### src/rtl/keypad_emulator.sv
// keypad_emulator
//   Emulates a 3x4 matrix keypad from the scanner's point of view. Key codes
//   arrive over a valid/ready handshake and are queued in a small FIFO. Each
//   key is then held for HOLD_CYCLES cycles, followed by a release gap of
//   GAP_CYCLES cycles. While a key is held, its column output follows its row
//   input combinationally.
//
// Ports
//   clk, rst_n        clock (rising edge), asynchronous active-low reset
//   key_in[3:0]       key code: 0-9 digits, 10 = '*', 11 = '#'
//   key_valid         key_in valid
//   key_ready         FIFO can accept (not full)
//   B, G, F, D        scanner row drives (1/2/3, 4/5/6, 7/8/9, */0/#)
//   C, A, E           column returns    (1/4/7/*, 2/5/8/0, 3/6/9/#)
//   pressed           a key is currently held
//   busy              FSM active or FIFO non-empty
//   key_err           one-cycle pulse after an invalid code is consumed
module keypad_emulator #(
  parameter int unsigned HOLD_CYCLES = 1000,
  parameter int unsigned GAP_CYCLES  = 500,
  parameter int unsigned DEPTH       = 4
) (
  input  logic       clk,
  input  logic       rst_n,
  input  logic [3:0] key_in,
  input  logic       key_valid,
  output logic       key_ready,
  input  logic       B,
  input  logic       G,
  input  logic       F,
  input  logic       D,
  output logic       C,
  output logic       A,
  output logic       E,
  output logic       pressed,
  output logic       busy,
  output logic       key_err
);

  localparam int unsigned MAXC = (HOLD_CYCLES > GAP_CYCLES) ? HOLD_CYCLES : GAP_CYCLES;
  localparam int unsigned CW   = (MAXC > 1) ? $clog2(MAXC) : 1;
  localparam int unsigned AW   = (DEPTH > 1) ? $clog2(DEPTH) : 1;

  localparam logic [CW-1:0] HOLD_LD = CW'(HOLD_CYCLES - 1);
  localparam logic [CW-1:0] GAP_LD  = CW'(GAP_CYCLES - 1);
  localparam logic [AW:0]   FULL_CNT = (AW+1)'(DEPTH);

  typedef enum logic [1:0] {
    IDLE  = 2'd0,
    PRESS = 2'd1,
    GAP   = 2'd2
  } state_e;

  // FIFO storage and pointers
  logic [3:0]    mem_q [DEPTH];
  logic [AW-1:0] wr_ptr_q;
  logic [AW-1:0] rd_ptr_q;
  logic [AW:0]   count_q;

  // FSM and key state
  state_e        state_q, state_d;
  logic [3:0]    cur_key_q, cur_key_d;
  logic [CW-1:0] cnt_q, cnt_d;
  logic          key_err_q;

  logic full;
  logic empty;
  logic accept;
  logic code_ok;
  logic push;
  logic pop;

  assign full    = (count_q == FULL_CNT);
  assign empty   = (count_q == '0);
  assign accept  = key_valid && !full;
  assign code_ok = (key_in <= 4'd11);
  assign push    = accept && code_ok;
  assign pop     = (state_q == IDLE) && !empty;

  always_ff @(posedge clk or negedge rst_n) begin
    if (!rst_n) begin
      for (int unsigned i = 0; i < DEPTH; i++) begin
        mem_q[i] <= '0;
      end
      wr_ptr_q  <= '0;
      rd_ptr_q  <= '0;
      count_q   <= '0;
      key_err_q <= 1'b0;
    end else begin
      if (push) begin
        mem_q[wr_ptr_q] <= key_in;
        wr_ptr_q        <= wr_ptr_q + AW'(1);
      end
      if (pop) begin
        rd_ptr_q <= rd_ptr_q + AW'(1);
      end
      case ({push, pop})
        2'b10:   count_q <= count_q + (AW+1)'(1);
        2'b01:   count_q <= count_q - (AW+1)'(1);
        default: count_q <= count_q;
      endcase
      // Codes 12-15 are swallowed by the handshake but only flagged.
      key_err_q <= accept && !code_ok;
    end
  end

  always_ff @(posedge clk or negedge rst_n) begin
    if (!rst_n) begin
      state_q   <= IDLE;
      cur_key_q <= '0;
      cnt_q     <= '0;
    end else begin
      state_q   <= state_d;
      cur_key_q <= cur_key_d;
      cnt_q     <= cnt_d;
    end
  end

  always_comb begin
    state_d   = state_q;
    cur_key_d = cur_key_q;
    cnt_d     = cnt_q;
    unique case (state_q)
      IDLE: begin
        if (!empty) begin
          cur_key_d = mem_q[rd_ptr_q];
          cnt_d     = HOLD_LD;
          state_d   = PRESS;
        end
      end
      PRESS: begin
        if (cnt_q == '0) begin
          cur_key_d = '0;
          cnt_d     = GAP_LD;
          state_d   = GAP;
        end else begin
          cnt_d = cnt_q - CW'(1);
        end
      end
      GAP: begin
        if (cnt_q == '0) begin
          state_d = IDLE;
        end else begin
          cnt_d = cnt_q - CW'(1);
        end
      end
      default: state_d = IDLE;
    endcase
  end

  // Column path: only the held key's row matters, so extra high rows are
  // ignored and the column simply follows that one row.
  logic       row_hit;
  logic [2:0] col_sel;

  always_comb begin
    row_hit = 1'b0;
    col_sel = 3'b000;
    case (cur_key_q)
      4'd1, 4'd2, 4'd3:   row_hit = B;
      4'd4, 4'd5, 4'd6:   row_hit = G;
      4'd7, 4'd8, 4'd9:   row_hit = F;
      4'd0, 4'd10, 4'd11: row_hit = D;
      default:            row_hit = 1'b0;
    endcase
    case (cur_key_q)
      4'd1, 4'd4, 4'd7, 4'd10: col_sel = 3'b100;
      4'd2, 4'd5, 4'd8, 4'd0:  col_sel = 3'b010;
      4'd3, 4'd6, 4'd9, 4'd11: col_sel = 3'b001;
      default:                 col_sel = 3'b000;
    endcase
  end

  assign pressed   = (state_q == PRESS);
  assign {C, A, E} = (pressed && row_hit) ? col_sel : 3'b000;
  assign key_ready = !full;
  assign busy      = (state_q != IDLE) || !empty;
  assign key_err   = key_err_q;

endmodule

### config.mk
export PLATFORM = sky130hd
export DESIGN_NAME = keypad_emulator
export DESIGN_NICKNAME = d
export VERILOG_FILES = /design/src/rtl/keypad_emulator.sv
export SDC_FILE = /design/constraint.sdc
export NUM_CORES = 1
export LEC_CHECK = 0
export ABC_AREA = 1
export BUFFER_PORTS_ARGS = -buffer_cell sky130_fd_sc_hd__buf_2
export CORE_MARGIN = 2
export CORE_UTILIZATION = 30
export CTS_BUF_LIST = sky130_fd_sc_hd__clkbuf_4 sky130_fd_sc_hd__clkbuf_8
export DETAILED_ROUTE_END_ITERATION = 6
export PLACE_DENSITY_LB_ADDON = 0.2
export SLEW_MARGIN = 30
export SYNTH_ARGS = -nofsm -noshare
export SYNTH_HDL_FRONTEND = slang
export SYNTH_SLANG_ARGS = --single-unit
### constraint.sdc
create_clock -name clk -period 2.6 [get_ports clk]
set_input_delay 0.26 -clock clk [delete_from_list [all_inputs] [get_ports clk]]
set_output_delay 0.26 -clock clk [all_outputs]
set_load 0.02 [all_outputs]
==> out/qor_table.md <==
| Step | Item | Value |
|:---|:---|:---|
| outcome | Outcome | completed |
| power | Relative contribution of sequential cells to total power | 0.483 |
| floorplanning | Area of the die | 8790 um^2 |
| floorplanning | Starting utilization of the core area | 0.311 |
| clocking | Number of H-tree levels | 2 |
| routing | Detailed router's first-iteration violation count | 78 |
| power | Pleak | 1.45 nW |
| sta | Worst Clk Skew | 0.00836 ns |
| cells and area | Commonest cells after routing, fill and taps aside | sky130_fd_sc_hd__nand2_1, sky130_fd_sc_hd__inv_1, sky130_fd_sc_hd__dfrtp_1 |
| clocking | Total of cells resized after clock tree synthesis | 0 |
| hold path | Min-delay src | key_valid |
| clocking | Clk sinks | 40 |
| grt | Largest net degree at the start of global routing | 41 |
| power | Internal power component | 1.21 mW |
| power | Clock share of power | 0.306 |
| floorplanning | Top-Level Pins | 18 |
| sta | Sum of negative setup slack | 0 ns |
| routing | DRT Wirelength | 5.08 mm |
| worst setup path | Startpoint kind of the worst setup timing path | register |
| cells and area | Fin nets | 370 |
| routing | Drt wl/cell | 11.4 um |
| floorplanning | Vertical die dimension | 93.7 um |
| routing | Number of routed nets with antenna violations | 0 |
| cells and area | Syn-to-layout area delta | 13.3% |
| routing | Overall via count from detail_route | 2002 |
| logic synthesis | Sequential share of the synthesized area | 0.414 |
| logic synthesis | Mapped Avg Cell Area | 7.53 um^2 |
| cells and area | Leading cell type in the layout, fill and taps excluded | sky130_fd_sc_hd__nand2_1 |
| cells and area | Ratio of cells with drive above 1 in the final layout | 0.140 |
| logic synthesis | Number of synthesized register bits | 40 |
| sta | Maximum achievable frequency | 500 MHz |
| hold path | Worst Hold Endpoint | key_err |
| power | Largest voltage drop on the vdd net | 0.348 mV |
| cells and area | Final standard cell count with taps included and fillers excluded | 446 |
| clocking | Clock transition at the registers of the reported paths | 0.09 ns |
| hold path | Classification of the worst-slack hold path | in2reg |
| floorplanning | Width of the chip | 93.7 um |
| placed design | Total of buffers placed on input and output ports | 17 |
| worst setup path | Data required, critical path | 2.79 ns |
| clocking | Number of CTS-inserted buffers | 5 |
| sta | RSZ-0062 raised after global routing | no |
| power | Combinational Power Share | 0.211 |
| logic synthesis | Number of distinct library cells after synthesis | 24 |
| power | Switching Fraction | 0.322 |
| worst setup path | Data arrival at the endpoint of the critical path | 2.19 ns |
| logic synthesis | Number of instances in the synthesized netlist | 321 |
| placed design | Cell count after placement | 437 |
| worst setup path | Reg-to-Reg End | count_q[2] |
| clocking | Root buffer selected by CTS | sky130_fd_sc_hd__clkbuf_8 |
| cells and area | Antenna Diode Count | 0 |
| job | Number of max-cap violations | 0 |
| power | Sum of internal, switching and leakage power | 1.78 mW |
| sta | Final Hold Vio Count | 0 |
| hold path | Worst hold path cell count | 3 |
| placed design | Final HPWL from detailed placement | 3.62 mm |
| grt | Antenna violations before repair | 0 |
| clocking | Largest buffer count on any clock path | 2 |
| logic synthesis | Yosys warning total | 0 |
| worst setup path | Launch instance of the worst register-to-register path | state_q[0] |
| grt | Number of global-route vias before repair | 1896 |
| logic synthesis | Synthesized netlist net count | 348 |
| grt | Remaining global-route overflow | 0 |
| routing | 1st-pass router iterations | 4 |
| clocking | TritonCTS clock tree | yes |
| worst setup path | Reg2reg path depth | 10 |
| grt | Total track usage | 0.123 |
| worst setup path | Crit-path max FO | 4 |
| floorplanning | Number of rows created at floorplan | 32 |
| sta | Slew of the pin with the lowest slew margin | 0.521 ns |
| power | Cell area power density | 651 nW/um^2 |
| grt | Wire length of the first global-routing pass | 8.66 mm |
| worst setup path | Type of destination of the critical path | register |
| floorplanning | Core Footprint | 7770 um^2 |
| clocking | Insertion delay of the later-clocked pin in the worst-skew pair | 0.30 ns |
| routing | Post-route DRC | 0 |
| worst setup path | Crit Path Category | reg2reg |
| sta | Part of the cycle the worst path needs | 0.769 |
| worst setup path | Reg2reg setup slack | 0.60 ns |
| sta | Max-slew violation count | 0 |
| sta | Setup-failing EPs final | 0 |
| routing | Vias per std cell | 4.49 |
| sta | Final worst path period need | 2.00 ns |
| power | Switching power of the nets | 0.574 mW |
| sta | Worst slew margin | 0.653 |
| placed design | Routability congestion estimate | 0.782 |
| logic synthesis | Mapped Area | 2420 um^2 |
[synthesized netlist by cell type]
cell	number	share of area
sky130_fd_sc_hd__a21oi_1	20	0.041
sky130_fd_sc_hd__a32oi_1	1	0.0036
sky130_fd_sc_hd__buf_2	3	0.0062
sky130_fd_sc_hd__buf_6	1	0.0047
sky130_fd_sc_hd__clkinv_1	1	0.0016
sky130_fd_sc_hd__dfrtp_1	40	0.41
sky130_fd_sc_hd__fa_1	1	0.0083
sky130_fd_sc_hd__ha_1	15	0.078
sky130_fd_sc_hd__inv_1	43	0.067
sky130_fd_sc_hd__inv_2	9	0.014
sky130_fd_sc_hd__nand2_1	94	0.15
sky130_fd_sc_hd__nand2_2	3	0.0078
sky130_fd_sc_hd__nand3_1	18	0.037
sky130_fd_sc_hd__nand3_2	5	0.021
sky130_fd_sc_hd__nand4_1	3	0.0078
sky130_fd_sc_hd__nand4_2	1	0.0052
sky130_fd_sc_hd__nor2_1	20	0.031
sky130_fd_sc_hd__nor2_2	2	0.0052
sky130_fd_sc_hd__nor2_4	2	0.0093
sky130_fd_sc_hd__o21ai_0	26	0.054
sky130_fd_sc_hd__o21ai_1	5	0.010
sky130_fd_sc_hd__o22ai_1	2	0.0052
sky130_fd_sc_hd__xnor2_1	1	0.0036
sky130_fd_sc_hd__xor2_1	5	0.018
[what timing repair did]
| item | CTS | global route |
|---|---|---|
| buffers inserted | 0 | 0 |
| hold buffers | 0 | 1 |
| endpoints found under the hold margin | 0 | 40 |
[layout make-up]
| type | count | area, um^2 |
|---|---|---|
| fill | 829 | 5030 |
| multi-input combinational | 224 | 1190 |
| sequential | 40 | 1000 |
| inverter | 53 | 199 |
| tap | 102 | 128 |
| timing repair buffer | 19 | 105 |
| clock buffer | 5 | 68.8 |
| clock inverter | 3 | 46.3 |
[state kept, by name (all words and copies together), names as in the netlist]
register and flops:
cnt_q 10, count_q 3, cur_key_q 4, key_err 1
mem_q 16, rd_ptr_q 2, state_q 2, wr_ptr_q 2
[kinds of logic (layout without fill, tap and decap cells)]
group,after synthesis,in the layout,share of synthesized area
AO/OA/AOI/OAI,54,54,0.114
XOR/XNOR,6,6,0.0218
adder cells (fa/ha/maj),16,16,0.0860
buffers and inverters,57,80,0.0932
flip-flops,40,40,0.414
AND/OR/NAND/NOR,148,148,0.270
[power by group through the flow]
stage / logic, mW / registers (mW) / clock network, mW
after floorplan: 0.285 / 0.854 / 0
after global placement: 0.373 / 0.871 / 0
after detailed placement: 0.380 / 0.873 / 0
after CTS: 0.387 / 0.861 / 0.555
after global routing: 0.454 / 0.881 / 0.579
final: 0.377 / 0.860 / 0.545
[worst max-delay path by stage]
stage                          start    endpoint  slack, ns  cells after the start
after floorplan           count_q[1]  count_q[2]       0.74                      9
after global placement    state_q[0]  count_q[2]       0.66                     10
after detailed placement  state_q[0]  count_q[2]       0.60                     10
after CTS                 state_q[0]  count_q[2]       0.58                     10
after global routing      state_q[1]  count_q[2]       0.41                     10
final                     state_q[0]  count_q[2]       0.60                     10
[stage by stage]
stage | utilization | instance area, um^2 | hold slack, ns | setup slack (ns)
6_report | 0.352 | 2740 | 0.191 | 0.600
3_3_place_gp | 0.336 | 2610 | 0.461 | 0.660
4_1_cts | 0.351 | 2730 | 0.132 | 0.577
2_1_floorplan | - | 2420 | -0.0356 | 0.737
3_5_place_dp | 0.336 | 2610 | 0.461 | 0.595
5_1_grt | 0.352 | 2740 | 0.219 | 0.410
[worst max-delay path, cell delays in order (launching register included)]
cell                      delay, ns
sky130_fd_sc_hd__dfrtp_1       0.41
sky130_fd_sc_hd__inv_1         0.10
sky130_fd_sc_hd__ha_1          0.22
sky130_fd_sc_hd__nand2_1       0.10
sky130_fd_sc_hd__inv_1         0.08
sky130_fd_sc_hd__ha_1          0.14
sky130_fd_sc_hd__inv_1         0.06
sky130_fd_sc_hd__fa_1          0.38
sky130_fd_sc_hd__a21oi_1       0.15
sky130_fd_sc_hd__o21ai_0       0.11
sky130_fd_sc_hd__xor2_1        0.15
[layer usage]
metal | up-vias | global-route usage | part of all wire
met5 | - | 0 | 0
met4 | 0 | 0.0411 | 0.013
met3 | 5 | 0.0273 | 0.044
met2 | 42 | 0.193 | 0.43
met1 | 895 | 0.166 | 0.51
li1 | 1060 | - | -
Power figures use the tool's default switching activity.
